==> src/rtl/cla_seq_adder.sv <==
// Iterative WIDTH-bit add/subtract engine: a single 4-bit carry-lookahead slice is
// time-shared across the operand nibbles, LSB first, one nibble per clock.
module cla_seq_adder #(
    parameter int unsigned WIDTH = 16
) (
    input  logic             clk,
    input  logic             rst_n,
    input  logic             start_i,
    input  logic [WIDTH-1:0] a_i,
    input  logic [WIDTH-1:0] b_i,
    input  logic             cin_i,
    input  logic             sub_i,
    output logic             busy_o,
    output logic             done_o,
    output logic [WIDTH-1:0] sum_o,
    output logic             cout_o,
    output logic             ovf_o
);

    localparam int unsigned NSLICE = WIDTH / 4;
    localparam int unsigned IdxW   = (NSLICE > 1) ? $clog2(NSLICE) : 1;

    typedef enum logic [1:0] {StIdle, StRun, StDone} state_e;

    state_e           state_q;
    logic [WIDTH-1:0] opa_q, opb_q, acc_q, sum_q;
    logic [IdxW-1:0]  idx_q;
    logic             carry_q, amsb_q, bmsb_q;
    logic             busy_q, done_q, cout_q, ovf_q;

    logic [3:0]       g, p, slice_sum;
    logic [4:0]       c;
    logic [WIDTH-1:0] acc_d;
    logic             idx_last;

    // Carry-lookahead slice over the low nibble of the shifting operands.
    always_comb begin
        g    = opa_q[3:0] & opb_q[3:0];
        p    = opa_q[3:0] ^ opb_q[3:0];
        c[0] = carry_q;
        c[1] = g[0] | (p[0] & c[0]);
        c[2] = g[1] | (p[1] & g[0]) | (p[1] & p[0] & c[0]);
        c[3] = g[2] | (p[2] & g[1]) | (p[2] & p[1] & g[0]) | (p[2] & p[1] & p[0] & c[0]);
        c[4] = g[3] | (p[3] & g[2]) | (p[3] & p[2] & g[1]) | (p[3] & p[2] & p[1] & g[0])
             | (p[3] & p[2] & p[1] & p[0] & c[0]);
        slice_sum = p ^ c[3:0];
    end

    generate
        if (WIDTH == 4) begin : g_single
            assign acc_d = slice_sum;
        end else begin : g_multi
            assign acc_d = {slice_sum, acc_q[WIDTH-1:4]};
        end
    endgenerate

    assign idx_last = (idx_q == IdxW'(NSLICE - 1));

    always_ff @(posedge clk or negedge rst_n) begin
        if (!rst_n) begin
            state_q <= StIdle;
            opa_q   <= '0;
            opb_q   <= '0;
            acc_q   <= '0;
            sum_q   <= '0;
            idx_q   <= '0;
            carry_q <= 1'b0;
            amsb_q  <= 1'b0;
            bmsb_q  <= 1'b0;
            busy_q  <= 1'b0;
            done_q  <= 1'b0;
            cout_q  <= 1'b0;
            ovf_q   <= 1'b0;
        end else begin
            unique case (state_q)
                StIdle, StDone: begin
                    done_q <= 1'b0;
                    if (start_i) begin
                        opa_q   <= a_i;
                        opb_q   <= sub_i ? ~b_i : b_i;
                        carry_q <= sub_i | cin_i;
                        amsb_q  <= a_i[WIDTH-1];
                        bmsb_q  <= sub_i ? ~b_i[WIDTH-1] : b_i[WIDTH-1];
                        idx_q   <= '0;
                        busy_q  <= 1'b1;
                        state_q <= StRun;
                    end else begin
                        state_q <= StIdle;
                    end
                end
                StRun: begin
                    acc_q   <= acc_d;
                    opa_q   <= opa_q >> 4;
                    opb_q   <= opb_q >> 4;
                    carry_q <= c[4];
                    idx_q   <= idx_q + IdxW'(1);
                    if (idx_last) begin
                        sum_q   <= acc_d;
                        cout_q  <= c[4];
                        // MSB carry-in xor carry-out, recovered from the MSB operand bits.
                        ovf_q   <= amsb_q ^ bmsb_q ^ acc_d[WIDTH-1] ^ c[4];
                        busy_q  <= 1'b0;
                        done_q  <= 1'b1;
                        state_q <= StDone;
                    end
                end
                default: begin
                    busy_q  <= 1'b0;
                    done_q  <= 1'b0;
                    state_q <= StIdle;
                end
            endcase
        end
    end

    assign busy_o = busy_q;
    assign done_o = done_q;
    assign sum_o  = sum_q;
    assign cout_o = cout_q;
    assign ovf_o  = ovf_q;

endmodule

==> config.mk <==
export PLATFORM = sky130hd
export DESIGN_NAME = cla_seq_adder
export DESIGN_NICKNAME = d
export VERILOG_FILES = /design/src/rtl/cla_seq_adder.sv
export SDC_FILE = /design/constraint.sdc
export NUM_CORES = 1
export LEC_CHECK = 0
export ABC_AREA = 1
export BUFFER_PORTS_ARGS = -buffer_cell sky130_fd_sc_hd__buf_2
export CELL_PAD_IN_SITES_DETAIL_PLACEMENT = 1
export CELL_PAD_IN_SITES_GLOBAL_PLACEMENT = 2
export CORE_MARGIN = 5
export CORE_UTILIZATION = 37
export DETAILED_ROUTE_END_ITERATION = 10
export GPL_ROUTABILITY_DRIVEN = 0
export GPL_TIMING_DRIVEN = 0
export MAX_ROUTING_LAYER = met4
export PLACE_DENSITY_LB_ADDON = 0.3
export SLEW_MARGIN = 20
export SYNTH_ARGS = -nofsm -noshare
export SYNTH_HDL_FRONTEND = slang
export SYNTH_SLANG_ARGS = --single-unit
export TNS_END_PERCENT = 50
==> constraint.sdc <==
create_clock -name clk -period 2.35 [get_ports clk]
set_input_delay 0.47 -clock clk [delete_from_list [all_inputs] [get_ports clk]]
set_output_delay 0.47 -clock clk [all_outputs]
set_load 0.005 [all_outputs]
==> impl_metrics.py <==
metrics = {
    "grt": {
        "grt_pass1_vias": 2646,
        "grt_pass1_wl_mm": 13.1,
        "grt_usage_pct": 16.8,
        "grt_remaining_overflow": 0,
        "antenna_found_initial": 0,
        "grt_start_max_net_pins": 48,
    },
    "job": {
        "drv_cap": 0,
    },
    "clocking": {
        "max-clock-path-buffers": 2,
        "cts_max_level": 3,
        "cts_root_buffer": "clkbuf_8",
        "cts-buffers-inserted": 9,
        "cts_tree": "yes",
        "ctsHoldBuffers": 0,
        "cts_resized": 0,
        "path_clk_slew_ns": 0.08,
        "clock_sinks": 70,
        "insertion_delay_ns": 0.34,
        "cts_setup_buffers": 0,
    },
    "yosys": {
        "synth-xor-area-share_pct": 4.40,
        "ys_seq_area_share_pct": 55.0,
        "avgSynthCellArea_um2": 9.77,
        "synthSimpleGateAreaFrac_pct": 16.4,
        "synth_top_area_share_pct": 55.0,
        "synth_fa_ha_area_share_pct": 2.59,
        "synthMuxAreaShare_pct": 0,
        "synth_cell_types": 30,
        "synth_top_cell_by_area": "dfrtp_1",
        "syn_area_um2": 3180,
        "syn-num-nets": 369,
        "syn_inst": 326,
        "ys_ff_latch": 70,
        "synth-compound-area-share_pct": 14.5,
        "ys_top_cells_by_area": "dfrtp_1 55%, nand2_1 12%, xnor2_1 4.4%",
        "ys_warn_count": 0,
        "synth_top_family_by_area": "simple AND/OR/NAND/NOR gates",
    },
    "route": {
        "dr.pass1.iters": 4,
        "avgViaCountPerCell": 4.89,
        "drt_wl_total_mm": 7.74,
        "vias": 2459,
        "drc": 0,
        "first_iter_violations": 77,
        "ant_nets": 0,
        "wl_per_cell_um": 15.4,
    },
    "layout": {
        "multi_input_area_um2": 1210,
        "drive_gt1_share_pct": 26.1,
        "final_cell_mix": "100 x nand2_1, 70 x dfrtp_1, 59 x buf_2",
        "fillCellCount": 969,
        "antenna_cells": 0,
        "seq_area_um2": 1750,
        "fin_nets": 436,
        "final_common_cell": "nand2_1",
        "areaGrowthSynthToFinish_pct": 19.7,
    },
    "power_and_ir_drop": {
        "seqPwrFrac_pct": 37.8,
        "internal_power_mw": 3.21,
        "power_density_nw_per_um2": 1440,
        "pwr-share-clk_pct": 17.4,
        "power.leakage_nw": 1.89,
        "switching_share_pct": 41.3,
        "switchingPower_mw": 2.26,
        "vdd_ir_drop_max_mv": 0.445,
        "combPwrFrac_pct": 44.7,
    },
    "min_path": {
        "hp-class": "in2async",
    },
    "status": {
        "status": "complete, no violations",
    },
    "setup_path": {
        "critPathMaxFanout": 4,
        "r2r_cells": 8,
        "cp-end-kind": "flip-flop",
        "crit_type": "reg2reg",
        "critPathArrivalTime_ns": 1.99,
        "worstSetupStartpointType": "flip-flop",
        "required_ns": 2.58,
    },
    "timing": {
        "period_share_pct": 74.8,
        "setup_slack_ns": 0.592,
        "final.min_clock_period_ns": 1.76,
        "clock_skew_ns": 0.0114,
        "setup_viol": 0,
        "hold_violations": 0,
        "slew_violations": 0,
        "worst_pin_slew_ns": 0.563,
        "max_freq_mhz": 569,
        "finalSetupTns_ns": 0,
        "relSlewSlack_pct": 62.5,
        "rsz0062_at_grt": "false",
    },
    "floorplanning": {
        "chipWidth_um": 103,
        "io_pins": 57,
        "design.core.area_um2": 8300,
        "start_util_pct": 38.4,
        "row_count": 33,
        "die_h_um": 103,
        "die-area_um2": 10600,
    },
    "placed_design": {
        "dpl.hpwl_mm": 5.73,
        "numPortBuffers": 55,
        "post-place-ws_ns": 0.595,
    },
}
critical path, stage by stage, from the launching register on:
cell and delay, ns:
dfrtp_1 0.41, ha_1 0.35, or2_0 0.26, nand2_2 0.10, nand2_2 0.08, a21oi_4 0.21
nand3_1 0.10, nand3_1 0.09, nand2_1 0.05
cell usage after synthesis:
cell,instances
a22o_1,4
o21ai_1,1
nor2_1,2
clkinv_1,1
o211ai_1,11
fa_1,1
buf_4,3
nand4_1,1
ha_1,5
buf_6,3
inv_4,1
buf_2,5
a21oi_1,4
or2_0,1
clkbuf_1,2
nand2_1,100
nand3b_1,1
nand3_1,10
nor2_8,2
nand2_4,1
buf_1,2
o21ai_2,12
dfrtp_1,70
xnor2_1,16
o221ai_1,11
nand2_2,3
inv_2,3
o21ai_0,20
inv_1,29
a21oi_4,1
metal layers:
metal,wire [um],share of wire [%],vias to the layer above,track usage (%)
met2,3740,48,49,26.6
met3,306,4.0,12,2.98
li1,-,-,1203,-
met1,3550,46,1195,21.5
met4,137,1.8,0,6.57
met5,0,0,-,-
path summary, 6_finish.rpt:
path                        endpoint  slack [ns]       from
max in group asynchronous   opb_q[6]        1.78      rst_n
max reg2reg                    ovf_o        0.59   opa_q[2]
min in group clk            opa_q[2]        0.34     a_i[2]
min                         sum_o[6]        0.02      rst_n
max                            ovf_o        0.59   opa_q[2]
min reg2reg                sum_o[10]        0.47  sum_o[10]
registers in the layout (all words and copies together), names as in the netlist:
signal	cells
acc_q	12
amsb_q	1
bmsb_q	1
busy_o	1
carry_q	1
cout_o	1
idx_q	2
opa_q	16
opb_q	16
ovf_o	1
state_q	2
sum_o	16
through the flow:
stage               utilization, %  cell area (um^2)  hold WS, ns  total power [mW]  cells
finish                        45.9              3810       0.0228              5.47    503
CTS                           45.9              3810       0.0221              5.58    503
global placement              43.3              3590        0.452              4.46    486
floorplan                        -              3180        0.174              3.77    326
detailed placement            43.6              3620        0.403              4.60    487
global route                  45.9              3810       0.0276              5.96    503
logic make-up (layout without fill, tap and decap cells):
group,count (synthesis),count (layout)
xor+xnor,16,16
compound gates,64,64
simple gates,121,121
flops,70,70
buf+inv,49,121
fa+ha+maj,6,6
layout make-up:
cell class / instances / share of cell area, %
well taps: 105 / 3.45
plain buffers: 15 / 2.53
clock inverters: 5 / 1.54
clock buffers: 11 / 3.45
flip-flops and latches: 70 / 46.0
repair buffers: 56 / 8.01
inverters: 34 / 3.41
multi-input cells: 207 / 31.6
power by group through the flow:
stage / combinational, mW / sequential (mW) / clock [mW]
3_3_place_gp: 2.39 / 2.07 / 0
4_1_cts: 2.51 / 2.08 / 0.988
2_1_floorplan: 1.74 / 2.03 / 0
6_report: 2.45 / 2.07 / 0.954
5_1_grt: 2.78 / 2.13 / 1.04
3_5_place_dp: 2.50 / 2.10 / 0
Note: power is estimated with default switching activity, not from simulation.
